### src/rtl/fifo_key_conditioner.sv
// Key/switch input conditioner for the 4-bit x 128 FIFO: synchronise, debounce, one-clock request pulses.
// Optional auto-repeat while a key is held is enabled by defining KEY_REPEAT_EN.
module fifo_key_conditioner #(
   parameter int WIDTH          = 4,
   parameter int TICK_DIV       = 50000,
   parameter int DEBOUNCE_TICKS = 20,
   parameter int REPEAT_DELAY   = 500,
   parameter int REPEAT_PERIOD  = 200
) (
   input  logic             clock,
   input  logic             reset,
   input  logic             key_read_n,
   input  logic             key_write_n,
   input  logic [WIDTH-1:0] switch_in,
   output logic             read_req,
   output logic             write_req,
   output logic [WIDTH-1:0] data_out,
   output logic             key_busy
);

   localparam int PW = $clog2(TICK_DIV);
   localparam int CW = $clog2(DEBOUNCE_TICKS + 1);
   localparam logic [PW-1:0] TICK_LAST = PW'(TICK_DIV - 1);
   localparam logic [CW-1:0] DB_LAST   = CW'(DEBOUNCE_TICKS - 1);
   // An illegal parameter set never produces a tick, so the keys stay inert.
   localparam bit CFG_OK = (TICK_DIV >= 2) && (DEBOUNCE_TICKS >= 1) &&
                           (REPEAT_DELAY >= 1) && (REPEAT_PERIOD >= 1);

   typedef enum logic [1:0] {IDLE, PRESS, HELD, RELEASE} key_state_t;

   logic [1:0]       key_p0, key_p1;   // bit 0 = read key, bit 1 = write key
   logic [WIDTH-1:0] sw_p0, sw_p1;
   logic [PW-1:0]    pre_cnt;
   logic             tick;
   key_state_t       state [2];
   logic [CW-1:0]    cnt   [2];
   logic [1:0]       req;

`ifdef KEY_REPEAT_EN
   localparam int REP_MAX = (REPEAT_DELAY > REPEAT_PERIOD) ? REPEAT_DELAY : REPEAT_PERIOD;
   localparam int RW      = $clog2(REP_MAX + 1);
   localparam logic [RW-1:0] RD_LAST = RW'(REPEAT_DELAY - 1);
   localparam logic [RW-1:0] RP_LAST = RW'(REPEAT_PERIOD - 1);
   logic [RW-1:0] rep_cnt   [2];
   logic          rep_first [2];
`endif

   // stage p0 -> p1: two-flop synchronisers, released (all ones) at reset
   always_ff @(posedge clock or negedge reset) begin
      if (!reset) begin
         key_p0 <= '1;
         key_p1 <= '1;
         sw_p0  <= '1;
         sw_p1  <= '1;
      end else begin
         key_p0 <= {key_write_n, key_read_n};
         key_p1 <= key_p0;
         sw_p0  <= switch_in;
         sw_p1  <= sw_p0;
      end
   end

   always_ff @(posedge clock or negedge reset) begin
      if (!reset)
         pre_cnt <= '0;
      else if (pre_cnt == TICK_LAST)
         pre_cnt <= '0;
      else
         pre_cnt <= pre_cnt + 1'b1;
   end

   assign tick = CFG_OK && (pre_cnt == TICK_LAST);

   // stage p1 -> outputs: per-key debounce FSMs, request pulses and data latch
   always_ff @(posedge clock or negedge reset) begin
      if (!reset) begin
         for (int k = 0; k < 2; k++) begin
            state[k] <= IDLE;
            cnt[k]   <= '0;
`ifdef KEY_REPEAT_EN
            rep_cnt[k]   <= '0;
            rep_first[k] <= 1'b1;
`endif
         end
         req      <= '0;
         data_out <= '0;
      end else begin
         req <= '0;
         for (int k = 0; k < 2; k++) begin
`ifdef KEY_REPEAT_EN
            if (state[k] != HELD) begin
               rep_cnt[k]   <= '0;
               rep_first[k] <= 1'b1;
            end
`endif
            if (tick) begin
               case (state[k])
                  IDLE: begin
                     if (!key_p1[k]) begin
                        state[k] <= PRESS;
                        cnt[k]   <= CW'(1);
                     end
                  end
                  PRESS: begin
                     if (key_p1[k]) begin
                        state[k] <= IDLE;
                     end else if (cnt[k] >= DB_LAST) begin
                        state[k] <= HELD;
                        req[k]   <= 1'b1;
                        if (k == 1) data_out <= sw_p1;
                     end else begin
                        cnt[k] <= cnt[k] + 1'b1;
                     end
                  end
                  HELD: begin
                     if (key_p1[k]) begin
                        state[k] <= RELEASE;
                        cnt[k]   <= CW'(1);
                     end
`ifdef KEY_REPEAT_EN
                     else if (rep_cnt[k] >= (rep_first[k] ? RD_LAST : RP_LAST)) begin
                        req[k]       <= 1'b1;
                        rep_cnt[k]   <= '0;
                        rep_first[k] <= 1'b0;
                        if (k == 1) data_out <= sw_p1;
                     end else begin
                        rep_cnt[k] <= rep_cnt[k] + 1'b1;
                     end
`endif
                  end
                  RELEASE: begin
                     if (!key_p1[k])
                        state[k] <= HELD;
                     else if (cnt[k] >= DB_LAST)
                        state[k] <= IDLE;
                     else
                        cnt[k] <= cnt[k] + 1'b1;
                  end
                  default: state[k] <= IDLE;
               endcase
            end
         end
      end
   end

   assign read_req  = req[0];
   assign write_req = req[1];
   assign key_busy  = (state[0] == HELD) || (state[0] == RELEASE) ||
                      (state[1] == HELD) || (state[1] == RELEASE);

endmodule

### config.mk
export PLATFORM = sky130hd
export DESIGN_NAME = fifo_key_conditioner
export DESIGN_NICKNAME = d
export VERILOG_FILES = /design/src/rtl/fifo_key_conditioner.sv
export SDC_FILE = /design/constraint.sdc
export NUM_CORES = 1
export LEC_CHECK = 0
export CORE_MARGIN = 3
export CORE_UTILIZATION = 31
export DETAILED_ROUTE_END_ITERATION = 10
export GPL_ROUTABILITY_DRIVEN = 0
export PLACE_DENSITY_LB_ADDON = 0.3
export RECOVER_POWER = 100
export SLEW_MARGIN = 20
export SYNTH_ARGS = -nofsm -noshare
export SYNTH_HDL_FRONTEND = slang
export SYNTH_SLANG_ARGS = --single-unit
### constraint.sdc
create_clock -name clock -period 2.9 [get_ports clock]
set_input_delay 0.58 -clock clock [delete_from_list [all_inputs] [get_ports clock]]
set_output_delay 0.58 -clock clock [all_outputs]
set_load 0.1 [all_outputs]
==> results_dict.tcl <==
set metrics [dict create \
    path_clk_slew_ns 0.09 \
    synth_top_area_share_pct 42.8 \
    dr_total_vias 1363 \
    finalCriticalPeriod_ns 2.54 \
    fin_area_um2 2400 \
    routed_wirelength_um 3570 \
    synth.ff_latch_count 48 \
    remaining_drc_errors 0 \
    numCtsBuffers 5 \
    io_buffers 14 \
    ios 15 \
    nNetsFinal 206 \
    antenna_found_initial 0 \
    cts-resized-gates 0 \
    clk_latency_ns 0.30 \
    yosysMostFrequentCell "dfrtp_1" \
    track_usage_pct 10.7 \
    fp.dieH_um 88.4 \
    placementRows 29 \
    cts_setup_buffers 0 \
    arrival_ns 2.73 \
    clockBufferDepth 2 \
    coreArea_um2 6460 \
    rsz0062_at_grt "no" \
    final_hold_viol_count 0 \
    final.setup.tns_ns 0 \
    area_growth_pct 13.8 \
    cp_max_fo 15 \
    ys_async_sr_fraction_pct 100 \
    final_layout_size_suffix_gt1_share_pct 14.8 \
    crit_type "flip-flop to flip-flop" \
    vias_per_cell 4.99 \
    dr.pass1.iters 4 \
    status "complete, no violations" \
    ys_types 43 \
    initial_core_util_pct 32.6 \
    avgSynthCellArea_um2 11.9 \
    cp_data_required_time_ns 3.09 \
    critPathCaptureType "flip-flop" \
    grt_pass1_vias 1399 \
    multi_input_area_um2 850 \
    dieArea_um2 7820 \
    cts_sinks 48 \
    synth_cells 177 \
    wire_per_inst_um 13.1 \
    synth_top_cell_by_area "dfrtp_1" \
    final-max-slew-violation-count 0 \
    maxCapViolCount 0 \
    ir_drop_mv 0.258 \
    hp-class "flip-flop to flip-flop" \
    fmax_mhz 394 \
    slew_headroom_pct 5.82 \
    synthTopCellsByArea "dfrtp_1 43%, dfstp_2 15%, nand3_1 3.3%" \
    synth_common_cells "36 x dfrtp_1, 14 x nand3_1, 12 x dfstp_2" \
    ctsHoldBuffers 0 \
    cts_root_buffer "clkbuf_8" \
    p_leak_nw 1.00 \
    cellPowerDensity_nw_per_um2 507 \
    grt_start_max_net_pins 27 \
    synth_flop_cell "dfrtp_1" \
    worst_slew_pin_slew_ns 1.41 \
    synth.net_count 188 \
    grt_pass1_wl_um 6450 \
    place_area_um2 2320 \
    post-dp-hpwl_um 2540 \
    yosys_warnings 0 \
    h-tree-depth 2 \
    clock_skew_ns 0.0125 \
    gr-total-overflow 0 \
    setup_viol 0 \
    synth_edf_count 0 \
    ant_nets 0 \
    fillers 639 \
    ys_seq_area_share_pct 57.7 \
    start_kind "flip-flop" \
    finalCritPeriodShare_pct 87.5 \
    area.sequential_um2 1220 \
    first_iter_violations 31 \
    chipWidth_um 88.4 \
    insertedDiodeCount 0 \
    cts_tree "done" \
    syn-cell-area_um2 2110 \
]
flip-flops by register name, indices dropped and copies added (netlist names), named ones only:
name / count
cnt: 10
data_out: 4
key_p0: 2
key_p1: 2
pre_cnt: 16
req: 2
state: 2
sw_p0: 4
sw_p1: 4
cell usage in the layout (no fill, tap or decap), types with 2 or more instances in the layout:
master / count
clkbuf_16: 2
and4_1: 4
o211ai_1: 6
nand3_1: 14
or3b_2: 4
nor3_1: 3
ha_1: 3
dfrtp_1: 36
or4_1: 2
a21oi_1: 2
nand4_1: 4
nor2_1: 7
clkbuf_1: 11
xor2_1: 7
nand2b_1: 3
mux2_1: 4
clkbuf_8: 5
dlygate4sd3_1: 6
inv_1: 2
xnor2_1: 7
and2_1: 2
mux2i_1: 2
dfstp_2: 12
or3_1: 3
nand3b_1: 5
o22a_1: 2
o21ai_0: 9
nand2_1: 11
worst max-delay path, cell delays in order, from the launching register on:
cell	delay (ns)
dfrtp_1	0.43
or4_4	0.52
or4_1	0.69
nor4_4	0.43
mux2_1	0.36
through the flow:
step / hold slack, ns / instances / power (mW) / worst slack (ns) / util [%]
floorplan: 0.284 / 177 / 0.703 / 0.674 / -
global placement: 0.346 / 265 / 0.729 / 0.567 / 35.9
detailed placement: 0.348 / 265 / 0.729 / 0.538 / 35.9
CTS: 0.297 / 273 / 1.24 / 0.531 / 37.9
global route: 0.368 / 273 / 1.28 / 0.249 / 37.1
finish: 0.360 / 273 / 1.22 / 0.363 / 37.1
where the power goes:
part,internal (mW),leakage (nW),switching (mW)
clock,0.278,0.0651,0.228
combinational,0.00755,0.321,0.0160
sequential,0.684,0.615,0.00390
total,0.969,1.00,0.248
area by class of cell:
| cell class | instances | share of cell area [%] |
|---|---|---|
| repair buffers | 17 | 4.23 |
| clock buffers | 7 | 4.96 |
| well taps | 77 | 4.02 |
| inverters | 2 | 0.313 |
| clock inverters | 1 | 0.365 |
| multi-input cells | 121 | 35.4 |
| flip-flops and latches | 48 | 50.7 |
logic make-up (layout without fill, tap and decap cells):
family | count (synthesis) | after routing | share of synthesized area [%]
multiplexers | 7 | 7 | 3.62
adder cells (fa/ha/maj) | 3 | 3 | 1.78
buffers and inverters | 8 | 27 | 1.78
XOR/XNOR | 14 | 14 | 5.82
AND/OR/NAND/NOR | 72 | 72 | 21.4
AO/OA/AOI/OAI | 25 | 25 | 7.90
flip-flops | 48 | 48 | 57.7
per-layer routing:
metal  vias up  share of wire, %  routed length, um  track usage (%)
li1        676                 -                  -                -
met5         -                 0                  0                0
met4         0               1.1                 41             3.71
met3         4               3.1                109             3.26
met2        12                48               1730             17.2
met1       671                47               1690             13.7
path summary, 6_finish.rpt:
kind                                   from     endpoint  slack, ns  cells after the start
worst max-delay path            pre_cnt[10]  data_out[2]       0.36                      4
worst min-delay path              key_p0[0]    key_p1[0]       0.36                      0
worst max register to register  pre_cnt[10]  data_out[2]       0.36                      4
worst min register to register    key_p0[0]    key_p1[0]       0.36                      0
max in group asynchronous             reset       req[1]       1.14                      2
min in group asynchronous             reset       cnt[2]       0.59                      1
Power figures use the tool's default switching activity.
